`config.mk`:
```
export PLATFORM = sky130hd
export DESIGN_NAME = life_controller
export DESIGN_NICKNAME = d
export VERILOG_FILES = /design/src/rtl/life_pkg.sv /design/src/rtl/datapath.sv /design/src/rtl/life_tick_div.sv /design/src/rtl/life_controller.sv
export SDC_FILE = /design/constraint.sdc
export NUM_CORES = 1
export LEC_CHECK = 0
export CORE_AREA = 2 2 114 116
export CTS_CLUSTER_DIAMETER = 50
export DETAILED_ROUTE_END_ITERATION = 10
export DIE_AREA = 0 0 116 118
export DONT_BUFFER_PORTS = 1
export PLACE_DENSITY = 0.62
export SETUP_SLACK_MARGIN = 0.05
export SYNTH_ARGS = -nofsm -noshare
export SYNTH_HDL_FRONTEND = slang
export SYNTH_SLANG_ARGS = --single-unit
```
`constraint.sdc`:
```
create_clock -name clk -period 5.9 [get_ports clk]
set_input_delay 1.18 -clock clk [delete_from_list [all_inputs] [get_ports clk]]
set_output_delay 1.18 -clock clk [all_outputs]
set_load 0.05 [all_outputs]
```
`src/rtl/life_pkg.sv`:
```
// Shared types and constants for the 8x8 Game of Life controller slice.
package life_pkg;

    localparam int GRID_W = 64;
    localparam int GRID_N = 8;

    typedef enum logic [1:0] {
        IDLE = 2'd0,
        RUN  = 2'd1,
        STEP = 2'd2,
        HALT = 2'd3
    } life_state_t;

    typedef enum logic [1:0] {
        NONE    = 2'd0,
        EXTINCT = 2'd1,
        STABLE  = 2'd2,
        MAXGEN  = 2'd3
    } halt_reason_t;

endpackage

```
`src/rtl/datapath.sv`:
```
// Combinational 8x8 Life rule; cells beyond the border are treated as dead.
module datapath
    import life_pkg::*;
(
    input  logic [GRID_W-1:0] grid,
    output logic [GRID_W-1:0] grid_evolve
);

    always_comb begin
        grid_evolve = '0;
        for (int r = 0; r < GRID_N; r++) begin
            for (int c = 0; c < GRID_N; c++) begin : g_cell
                int n;
                n = 0;
                for (int dr = -1; dr <= 1; dr++) begin
                    for (int dc = -1; dc <= 1; dc++) begin
                        if ((dr != 0 || dc != 0) &&
                            (r + dr >= 0) && (r + dr < GRID_N) &&
                            (c + dc >= 0) && (c + dc < GRID_N)) begin
                            if (grid[(r + dr) * GRID_N + (c + dc)]) n++;
                        end
                    end
                end
                grid_evolve[r * GRID_N + c] = grid[r * GRID_N + c] ? (n == 2 || n == 3) : (n == 3);
            end
        end
    end

endmodule

```
`src/rtl/life_tick_div.sv`:
```
// Free-running divider for RUN pacing: tick is high on the terminal count.
module life_tick_div #(
    parameter int TICK_DIV = 4
) (
    input  logic clk,
    input  logic reset,
    input  logic clr,
    input  logic en,
    output logic tick
);

    localparam int CNT_W = (TICK_DIV > 1) ? $clog2(TICK_DIV) : 1;
    localparam logic [CNT_W-1:0] LAST = CNT_W'(TICK_DIV - 1);

    logic [CNT_W-1:0] cnt_q;

    // NOTE: sequential state uses non-blocking assignments so every register samples pre-edge values.
    always_ff @(posedge clk or posedge reset) begin
        if (reset) begin
            cnt_q <= '0;
        end else if (clr) begin
            cnt_q <= '0;
        end else if (en) begin
            if (cnt_q == LAST) cnt_q <= '0;
            else               cnt_q <= cnt_q + CNT_W'(1);
        end
    end

    assign tick = en && (cnt_q == LAST);

endmodule

```
`src/rtl/life_controller.sv`:
```
// Owns the generation register, sequences load/run/step/stop and halts on
// extinction, a still life or the generation limit.
module life_controller
    import life_pkg::*;
#(
    parameter int GEN_W      = 16,
    parameter int TICK_DIV   = 4,
    parameter bit EXT_EVOLVE = 1'b1
) (
    input  logic              clk,
    input  logic              reset,
    input  logic              load_valid,
    output logic              load_ready,
    input  logic [GRID_W-1:0] load_grid,
    input  logic              start,
    input  logic              stop,
    input  logic              step,
    input  logic [GEN_W-1:0]  max_gen,
    input  logic [GRID_W-1:0] grid_evolve,
    output logic [GRID_W-1:0] grid,
    output logic [GEN_W-1:0]  gen_count,
    output logic [1:0]        state,
    output logic              halted,
    output logic [1:0]        halt_reason
);

    life_state_t       state_q, state_d;
    halt_reason_t      reason_q, reason_d;
    logic [GRID_W-1:0] grid_q;
    logic [GEN_W-1:0]  gen_q, gen_d;
    logic [GEN_W:0]    gen_inc;
    logic              halted_q;
    logic              load_ready_q;
    logic [GRID_W-1:0] evolve;
    logic              tick;
    logic              load_acc;
    logic              commit;

    // The bench may feed its own next-state model in place of the datapath.
    if (EXT_EVOLVE) begin : g_ext
        assign evolve = grid_evolve;
    end else begin : g_dp
        datapath u_datapath (
            .grid        (grid_q),
            .grid_evolve (evolve)
        );
    end

    life_tick_div #(.TICK_DIV(TICK_DIV)) u_tick_div (
        .clk   (clk),
        .reset (reset),
        .clr   (state_q == IDLE && start && !load_acc),
        .en    (state_q == RUN),
        .tick  (tick)
    );

    assign load_acc = load_valid && load_ready_q;
    assign commit   = (state_q == RUN && tick && !stop) || (state_q == STEP);

    // NOTE: every always_comb output gets a default first so no latch is inferred.
    always_comb begin
        gen_inc  = {1'b0, gen_q} + (GEN_W + 1)'(1);
        gen_d    = (&gen_q) ? gen_q : gen_inc[GEN_W-1:0];
        reason_d = NONE;
        if (evolve == '0)                                     reason_d = EXTINCT;
        else if (evolve == grid_q)                            reason_d = STABLE;
        else if (max_gen != '0 && gen_inc >= {1'b0, max_gen}) reason_d = MAXGEN;

        state_d = state_q;
        case (state_q)
            IDLE: begin
                if (load_acc)   state_d = IDLE;
                else if (start) state_d = RUN;
                else if (step)  state_d = STEP;
            end
            RUN: begin
                if (stop)                            state_d = IDLE;
                else if (commit && reason_d != NONE) state_d = HALT;
            end
            STEP:    state_d = (reason_d != NONE) ? HALT : IDLE;
            HALT:    if (load_acc || stop) state_d = IDLE;
            default: state_d = IDLE;
        endcase
    end

    always_ff @(posedge clk or posedge reset) begin
        if (reset) begin
            state_q      <= IDLE;
            grid_q       <= '0;
            gen_q        <= '0;
            halted_q     <= 1'b0;
            reason_q     <= NONE;
            load_ready_q <= 1'b1;
        end else begin
            state_q      <= state_d;
            load_ready_q <= (state_d == IDLE) || (state_d == HALT);
            if (load_acc) begin
                grid_q   <= load_grid;
                gen_q    <= '0;
                halted_q <= 1'b0;
                reason_q <= NONE;
            end else if (commit) begin
                grid_q <= evolve;
                gen_q  <= gen_d;
                if (reason_d != NONE) begin
                    halted_q <= 1'b1;
                    reason_q <= reason_d;
                end
            end else if (state_q == HALT && stop) begin
                halted_q <= 1'b0;
                reason_q <= NONE;
            end
        end
    end

    assign load_ready  = load_ready_q;
    assign grid        = grid_q;
    assign gen_count   = gen_q;
    assign state       = state_q;
    assign halted      = halted_q;
    assign halt_reason = reason_q;

endmodule

```
Yosys cells after proc, flatten, opt, wreduce, memory -nomap -nowiden
Cells that the tools add are included.

operators by class
  divide/modulo/power cells = 0
  equality and inequality tests = 8
  shift-type cells = 0
  magnitude comparators = 1
  $add $sub $neg = 2
  reductions and logical operators = 25
  bitwise logic cells = 0
  multipliers = 0
  muxes and demuxes = 27

operators by type and width
  operator                                               count
  2-to-1 mux 64 bit                                      2
  == test 64 bit                                         1
  logical NOT 64 bit                                     1
  2-to-1 mux 16 bit                                      3
  2-to-1 mux 2 bit                                       17
  adder 16 x 1 -> 17 bit, second input constant          1
  greater-or-equal comparator 17 x 16 -> 1 bit           1
  AND reduction 16 bit                                   1
  nonzero test 16 bit                                    1
  logical AND 1 bit                                      9
  == test 2 bit, second input constant                   4
  one-hot mux 2 bit (4 select lines)                     1
  nonzero test 2 bit                                     3
  logical NOT 2 bit                                      2
  2-to-1 mux 1 bit                                       4
  AND reduction 2 bit                                    2
  logical OR 1 bit                                       3
  inequality test 3 x 2 -> 1 bit, second input constant  1
  nonzero test 3 bit                                     1
  adder 2 x 1 -> 2 bit, second input constant            1
  == test 2 x 1 -> 1 bit, second input constant          1
  logical NOT 1 bit                                      2
  inequality test 2 bit, second input constant           1

storage, ports and cells
  output and inout port bits = 86
  latch bits = 0
  bits of input ports = 150
  flip-flop bits (word level) = 88
  word-level logic and storage cells = 70
  memories = 0
  RAM bits = 0
  memory bits (read-only) = 0

Logic depth before layout (Yosys ltp)
Gate-level depths: netlist of the first run.

  depth in word-level cells = 13
  mapped depth = 13
  mapped depth without buffers = 13

Cells and area by module
Synthesis of the first run repeated with hierarchy kept, for this count alone.

unflattened totals
  cell total of the unflattened synthesis = 597
  area, all modules = 5691.7 sq um

by module, submodules not included
  module           times used  cells an instance  area an instance (sq um)  seq. area each (sq um)
  life_controller  1           587                5581.6                    2153.3
  life_tick_div    1           10                 110.1                     50.0

Least setup slack after synthesis of the first run
Ideal clock, no wire load.

  path type = register to register
  start = register gen_q[6] (netlist: gen_count[6])
  end = register halted_q (netlist: halted)
  path slack = 2.667 ns
  period minus slack after synthesis = 3.233 ns
  path buffers = 0
  data arrival time = 3.159 ns
  library setup time = 0.074 ns
  cell stages (with the launch flop) = 14
  required time = 5.826 ns
  cell sequence = dfrtp_1 nand4_2 or2_2 nor3_4 nand3_1 xnor2_1 ha_1 nand3_1 nor4_1 o211ai_1 a41oi_2 a211oi_2 or2_4 a21oi_2

between the ends
  cells in the longest elaborated chain, start to end = 9

RTL lines
  what                                          RTL line                source
  from (decl)                                   life_controller.sv:30   logic [GEN_W-1:0] gen_q, gen_d;
  from (signal assigned)                        life_controller.sv:104  gen_q <= gen_d;
  adder 16 x 1 -> 17 bit                        life_controller.sv:62   gen_inc = {1'b0, gen_q} + (GEN_W + 1)'(1);
  greater-or-equal comparator 17 x 16 -> 1 bit  life_controller.sv:67   else if (max_gen != '0 && gen_inc >= {1'b0, max_gen}) reason_d = MAXGEN;
  logical AND 1 bit                             life_controller.sv:67
  2-to-1 mux 2 bit                              life_controller.sv:67
  2-to-1 mux 2 bit                              life_controller.sv:66   else if (evolve == grid_q) reason_d = STABLE;
  2-to-1 mux 2 bit                              life_controller.sv:65   if (evolve == '0) reason_d = EXTINCT;
  nonzero test 2 bit                            life_controller.sv:105  if (reason_d != NONE) begin
  inequality test 3 x 2 -> 1 bit (no line)      -
  AND reduction 2 bit (no line)                 -
  to (signal assigned)                          life_controller.sv:100  halted_q <= 1'b0;
  to (signal assigned)                          life_controller.sv:106  halted_q <= 1'b1;
  to (signal assigned)                          life_controller.sv:110  halted_q <= 1'b0;
  to (decl)                                     life_controller.sv:32   logic halted_q;

No other way between the ends.
A chain may end at the register's enable or synchronous reset.

Worst setup path after layout of the first run
Same ends and word-level chain as after synthesis.

==> reports/metrics.yaml, run 1 <==
timing:
  relSlewSlack_pct: 40.3
  setup_violations: 0
  max_freq_mhz: 277
  worst_slack_ns: 2.29
  fin_crit_sh_pct: 61.1
  slew_viol_final: 0
  fin_crit_ns: 3.61
  hold_viol_final: 0
  hold_ws_ns: 0.507
  rsz0062_at_grt: "false"
  tightest_slew_ns: 0.895
  finalSetupTns_ns: 0
  fin_worst_skew_ns: 0.00860
die:
  core_area_sq_um: 12400
  die_h_microns: 118
  io_pins: 236
  rows: 41
  floorplan.initialDensity_pct: 44.6
  die_width_microns: 116
  die-area_sq_um: 13700
critical_path:
  critPathLaunchType: "flop"
  cp_num_cells: 13
  crit_family: "simple AND/OR/NAND/NOR gates"
  worstPathArrival_ns: 3.88
  crit_path_end: "halted$_DFFE_PP0P_"
  rr_endpoint: "halted$_DFFE_PP0P_"
  path_cells: "nand4_2 > or2_2 > nor3_4 > nand3_1 > xnor2_1 > ha_1 > nand3_1 > nor4_1 > o211ai_1 > a41oi_2 > a211oi_2 > or2_4 > a21oi_2"
  cp_slowest_stage_delay_ns: 0.75
  crit_top_cell: "nand3_1"
  r2r_cells: 13
  r2r_slack_ns: 2.29
  critPathSlowestCell: "dfrtp_1"
  crit_type: "reg2reg"
  worstSetupStartpoint: "gen_count[6]$_DFFE_PP0P_"
  reg2reg_from: "gen_count[6]$_DFFE_PP0P_"
  cp-end-kind: "flop"
  path_buf_inv: 0
  critical_path.max_fanout: 5
  cp.required_ns: 6.17
global_routing:
  use_met1_pct: 30.7
  antenna_found_initial: 0
  use_met2_pct: 44.3
  grt-busiest-layer: "met2"
  grt_pass1_wl_mm: 27.2
  grt_overflow: 0
  grt_util_met3_pct: 7.52
  grt_pass1_vias: 4945
  grt_max_degree: 94
  grt_usage_pct: 26.2
clock_tree:
  hold_buffers: 0
  cts_sinks: 88
  clockBufferDepth: 2
  cts_setup_buffers: 0
  cts_root_buffer: "clkbuf_16"
  clk_latency_ns: 0.35
  cts-resized-gates: 0
  tritoncts: "yes"
  numCtsBuffers: 9
  clkSlewWorstSetupHoldPaths_ns: 0.07
  h-tree-depth: 3
synth:
  yosys_warnings: 0
  synthCells: 672
  synth_nets: 840
  async_flop_share_pct: 100
  synth-main-ff-cell: "dfrtp_1"
  ys_types: 54
  yosysSeqAreaShare_pct: 39.8
  synth_seq_cells: 88
  avgSynthCellArea_sq_um: 8.24
  synthesis.area_sq_um: 5540
  synth_edf_count: 0
routing:
  vias: 4854
  wirelength_mm: 17.7
  first_pass_iters: 5
  ant_nets: 0
  wire_per_inst_microns: 21.3
  drt-vias-per-instance: 5.84
  drc_errors: 0
  drtIter0Drc: 316
power_and_ir_drop:
  power_density_nw_per_um2: 573
  p_leak_nw: 2.64
  ir_drop_v: 0.000294
  power_mw: 3.42
place:
  routabilityCongestion: 0.871
  port_buffers: 0
  dp_hpwl_mm: 13.7
  place_ws_ns: 2.32
cells_and_area:
  n_antenna_cell: 0
  nets: 822
  syn_to_final_growth_pct: 7.91
  mostFrequentLayoutCell: "nand2_1"
  drive_gt1_share_pct: 5.46
  layout_common_cells: "nand2_1 (149), dfrtp_1 (87), nor2_1 (84)"
status:
  status: "complete, no violations"
hold_path:
  min_path_type: "reg2reg"
job:
  maxCapViolCount: 0
-- where the power goes --
group          internal [mW]  switching [mW]  leakage, nW  total (mW)
Sequential             0.828            1.14         1.04        1.96
Clock                  0.383           0.240        0.154       0.623
Combinational          0.328           0.509         1.44       0.837
Total                   1.54            1.89         2.64        3.42
-- stage by stage --
step / cell area [sq um] / util (%) / cells
after floorplan: 5540 / - / 672
after global placement: 5660 / 45.6 / 815
after detailed placement: 5660 / 45.6 / 815
after CTS: 5980 / 48.1 / 831
after global routing: 5980 / 48.1 / 831
final: 5980 / 48.1 / 831
-- final cells by class --
type                            instances  area, sq um
Multi-Input combinational cell        530         3130
Inverter                               21         80.1
Timing Repair Buffer                    4         30.0
Tap cell                              172          215
Clock buffer                           13          250
Fill cell                            1277         6440
Sequential cell                        88         2200
Clock inverter                          3         65.1
-- cell families (layout without fill, tap and decap cells) --
| kind of cell | after synthesis | after routing | synth area share, % |
|---|---|---|---|
| AOI/OAI and AO/OA | 108 | 108 | 12.6 |
| and+or+nand+nor | 317 | 317 | 25.8 |
| buffers and inverters | 54 | 41 | 4.00 |
| adders and majority gates | 18 | 18 | 4.07 |
| xor gates and xnor gates | 87 | 87 | 13.8 |
| DFF | 88 | 88 | 39.8 |
-- worst register-to-register path: stages, from the launching register on --
cell      delay, ns
dfrtp_1        0.75
nand4_2        0.26
or2_2          0.39
nor3_4         0.18
nand3_1        0.16
xnor2_1        0.19
ha_1           0.32
nand3_1        0.10
nor4_1         0.29
o211ai_1       0.15
a41oi_2        0.25
a211oi_2       0.10
or2_4          0.28
a21oi_2        0.11
-- synth_stat cells, types with 8 or more instances --
cell type	count	area share [%]
nand2_1	150	10
dfrtp_1	87	39
nor2_1	84	5.7
xor2_1	79	12
a31oi_1	63	7.1
nor4_1	37	4.2
clkbuf_1	23	1.6
inv_1	20	1.4
ha_1	18	4.1
a21oi_1	13	1.2
o21ai_0	11	0.99
nand3_1	10	0.90
nand4_1	10	1.1
buf_2	8	0.72
xnor2_1	8	1.3
-- per-layer routing --
layer	part of all wire [%]	wire length (microns)	vias to the layer above
met3	9.2	1620	32
met5	0	0	-
li1	-	-	2283
met4	2.8	500	0
met1	37	6540	2327
met2	51	9030	212
-- worst min path at each step --
stage	slack (ns)	startpoint	cells after the start	endpoint
floorplan	0.47	u_tick_div.cnt_q[1]$_DFFE_PP0P_	1	u_tick_div.cnt_q[1]$_DFFE_PP0P_
global placement	0.48	u_tick_div.cnt_q[1]$_DFFE_PP0P_	1	u_tick_div.cnt_q[1]$_DFFE_PP0P_
detailed placement	0.49	u_tick_div.cnt_q[1]$_DFFE_PP0P_	1	u_tick_div.cnt_q[1]$_DFFE_PP0P_
CTS	0.51	u_tick_div.cnt_q[1]$_DFFE_PP0P_	1	u_tick_div.cnt_q[1]$_DFFE_PP0P_
global route	0.54	u_tick_div.cnt_q[1]$_DFFE_PP0P_	1	u_tick_div.cnt_q[1]$_DFFE_PP0P_
finish	0.51	u_tick_div.cnt_q[1]$_DFFE_PP0P_	1	u_tick_div.cnt_q[1]$_DFFE_PP0P_
-- state kept, by name, summed over array words and instances (netlist names) --
name,cells
u_tick_div.cnt_q,2
gen_count,16
state,2
halt_reason,2
grid,64
load_ready,1
halted,1
Note: power is estimated with default switching activity, not from simulation.
==> run 2, diff against run 1 <==
ABC_AREA = 1   (was unset)
CORE_AREA = 2 2 117 119   (was 2 2 114 116)
DIE_AREA = 0 0 119 121   (was 0 0 116 118)
clock period = 3.7 ns   (was 5.9 ns; I/O delays follow)
==> reports/metrics.yaml, run 2 <==
place:
  port_buffers: 0
  place_inst: 1007
  routabilityCongestion: 0.883
  dp_hpwl_mm: 13.6
die:
  core_area_sq_um: 13100
  die_width_microns: 119
  die-area_sq_um: 14400
  floorplan.initialDensity_pct: 44.5
  rows: 42
  die_h_microns: 121
  io_pins: 236
synth:
  synth.most_common_cell: "nand2_1"
  yosysSeqAreaShare_pct: 37.9
  synth_area_leaders: "dfrtp_1 (37%), nand2_1 (19%), inv_1 (10%)"
  synth.area.mux_share_pct: 0
  avgSynthCellArea_sq_um: 6.99
  synthesis.area_sq_um: 5820
  synth_fa_ha_area_share_pct: 3.87
  synth_edf_count: 0
  synth_common_cells: "nand2_1 (296), inv_1 (155), dfrtp_1 (87)"
  yosys_warnings: 0
  post-synth-top-area-cell: "dfrtp_1"
  synth_seq_cells: 88
  synth-simple-area-share_pct: 31.0
  synth_top_area_share_pct: 37.4
  synth_nets: 1000
  synthCells: 832
  synth-main-ff-cell: "dfrtp_1"
  ys_types: 35
  synth_xor_area_share_pct: 4.36
  async_flop_share_pct: 100
  synth_compound_gate_area_share_pct: 11.1
  synth_top_family_by_area: "simple AND/OR/NAND/NOR gates"
routing:
  ant_nets: 0
  first_pass_iters: 5
  vias: 5453
  drt-vias-per-instance: 5.33
  wirelength_mm: 17.9
  drc_errors: 0
  drtIter0Drc: 313
  wire_per_inst_microns: 17.5
cells_and_area:
  layout_common_cells: "nand2_1 (295), inv_1 (153), dfrtp_1 (87)"
  n_antenna_cell: 0
  syn_to_final_growth_pct: 10.2
  largest_reg_flops: 64
  drive_gt1_share_pct: 6.97
  mostFrequentLayoutCell: "nand2_1"
  final_cells: 1023
  nets: 1010
critical_path:
  cp-end-kind: "flop"
  critPathSlowestCell: "dfrtp_1"
  crit_type: "reg2reg"
  critPathLaunchType: "flop"
  cp.required_ns: 3.93
  r2r_slack_ns: 0.55
  cp_slowest_stage_delay_ns: 0.37
  worstPathArrival_ns: 3.38
  path_cells: "inv_1 > nor3_2 > nand4_1 > nor2_1 > nand2_1 > nor3_2 > xor2_1 > inv_1 > ha_1 > nand2_1 > nor2_1 > nand3_1 > nor2_1 > nor3_1 > nand3_2 > nand2_2 > nand3_2 > nand2_2 > nand2_1 > or2_1"
  critical_path.max_fanout: 3
clock_tree:
  clkSlewWorstSetupHoldPaths_ns: 0.06
  cts_sinks: 88
  numCtsBuffers: 9
  hold_buffers: 0
  cts_root_buffer: "clkbuf_16"
  tritoncts: "yes"
  h-tree-depth: 3
  clockBufferDepth: 2
  clk_latency_ns: 0.34
  cts-resized-gates: 0
  cts_setup_buffers: 0
hold_path:
  min_path_type: "in2async"
global_routing:
  grt_usage_pct: 25.0
  grt_max_degree: 67
  grt_pass1_wl_mm: 28.3
  antenna_found_initial: 0
  grt_overflow: 0
  grt_pass1_vias: 5604
timing:
  relSlewSlack_pct: 18.4
  max_freq_mhz: 317
  fin_crit_sh_pct: 85.2
  fin_worst_skew_ns: 0.00474
  hold_viol_final: 0
  tightest_slew_ns: 1.22
  rsz0062_at_grt: "false"
  fin_crit_ns: 3.15
  finalSetupTns_ns: 0
  slew_viol_final: 0
  setup_violations: 0
power_and_ir_drop:
  power_density_nw_per_um2: 841
  ir_drop_v: 0.000438
  power_mw: 5.40
  p_leak_nw: 3.43
job:
  maxCapViolCount: 0
status:
  status: "complete, no violations"
==> run 2: power breakdown <==
part	switching [mW]	leakage [nW]	total (mW)	internal [mW]
Clock	0.400	0.158	1.01	0.607
Sequential	1.67	1.11	2.98	1.31
Combinational	0.899	2.16	1.41	0.510
Total	2.97	3.43	5.40	2.43
==> run 2: worst paths after layout <==
kind                                                   end                       startpoint  cells past startpoint
setup / recovery                        state[1]$_DFF_PP0_         gen_count[1]$_DFFE_PP0P_                     20
hold / removal                        grid[47]$_DFFE_PP0P_                            reset                      1
hold reg to reg            u_tick_div.cnt_q[1]$_DFFE_PP0P_  u_tick_div.cnt_q[1]$_DFFE_PP0P_                      2
max in group asynchronous             grid[56]$_DFFE_PP0P_                            reset                      2
min in group clk           u_tick_div.cnt_q[1]$_DFFE_PP0P_  u_tick_div.cnt_q[1]$_DFFE_PP0P_                      2
setup reg to reg                        state[1]$_DFF_PP0_         gen_count[1]$_DFFE_PP0P_                     20
==> run 2: per-stage QoR <==
step / instance area [sq um] / hold slack, ns / utilization (%) / worst slack [ns]
floorplan: 5820 / 0.460 / - / 0.568
CTS: 6410 / 0.226 / 49.0 / 0.591
finish: 6410 / 0.225 / 49.0 / 0.547
global route: 6410 / 0.229 / 49.0 / 0.304
global placement: 6090 / 0.475 / 46.6 / 0.773
detailed placement: 6090 / 0.488 / 46.6 / 0.613
==> run 2: layout make-up <==
type / instances / area [sq um]
clock buffers: 10 / 239
well taps: 176 / 220
inverters: 158 / 596
repair buffers: 19 / 143
clock inverters: 6 / 82.6
fillers: 1308 / 6670
multi-input cells: 566 / 2930
flip-flops and latches: 88 / 2200
==> run 2: layer usage <==
layer  wire length [microns]  GRT usage, %
met4                     309          8.56
met3                    1380          6.95
met5                       0             0
met2                    8900          43.9
met1                    7300          29.4
==> run 2: cells by family (layout without fill, tap and decap cells) <==
kind of cell,Yosys count,in the layout
xor gates and xnor gates,29,29
buffers and inverters,178,193
AOI/OAI and AO/OA,87,87
adders and majority gates,18,18
DFF,88,88
and+or+nand+nor,432,432
==> run 2: critical path, delay by kind of cell, from the launching register on <==
kind	cells	cell delay, ns
simple gates	16	2.01
flops	1	0.37
fa+ha+maj	1	0.31
xor+xnor	1	0.21
buf+inv	2	0.14
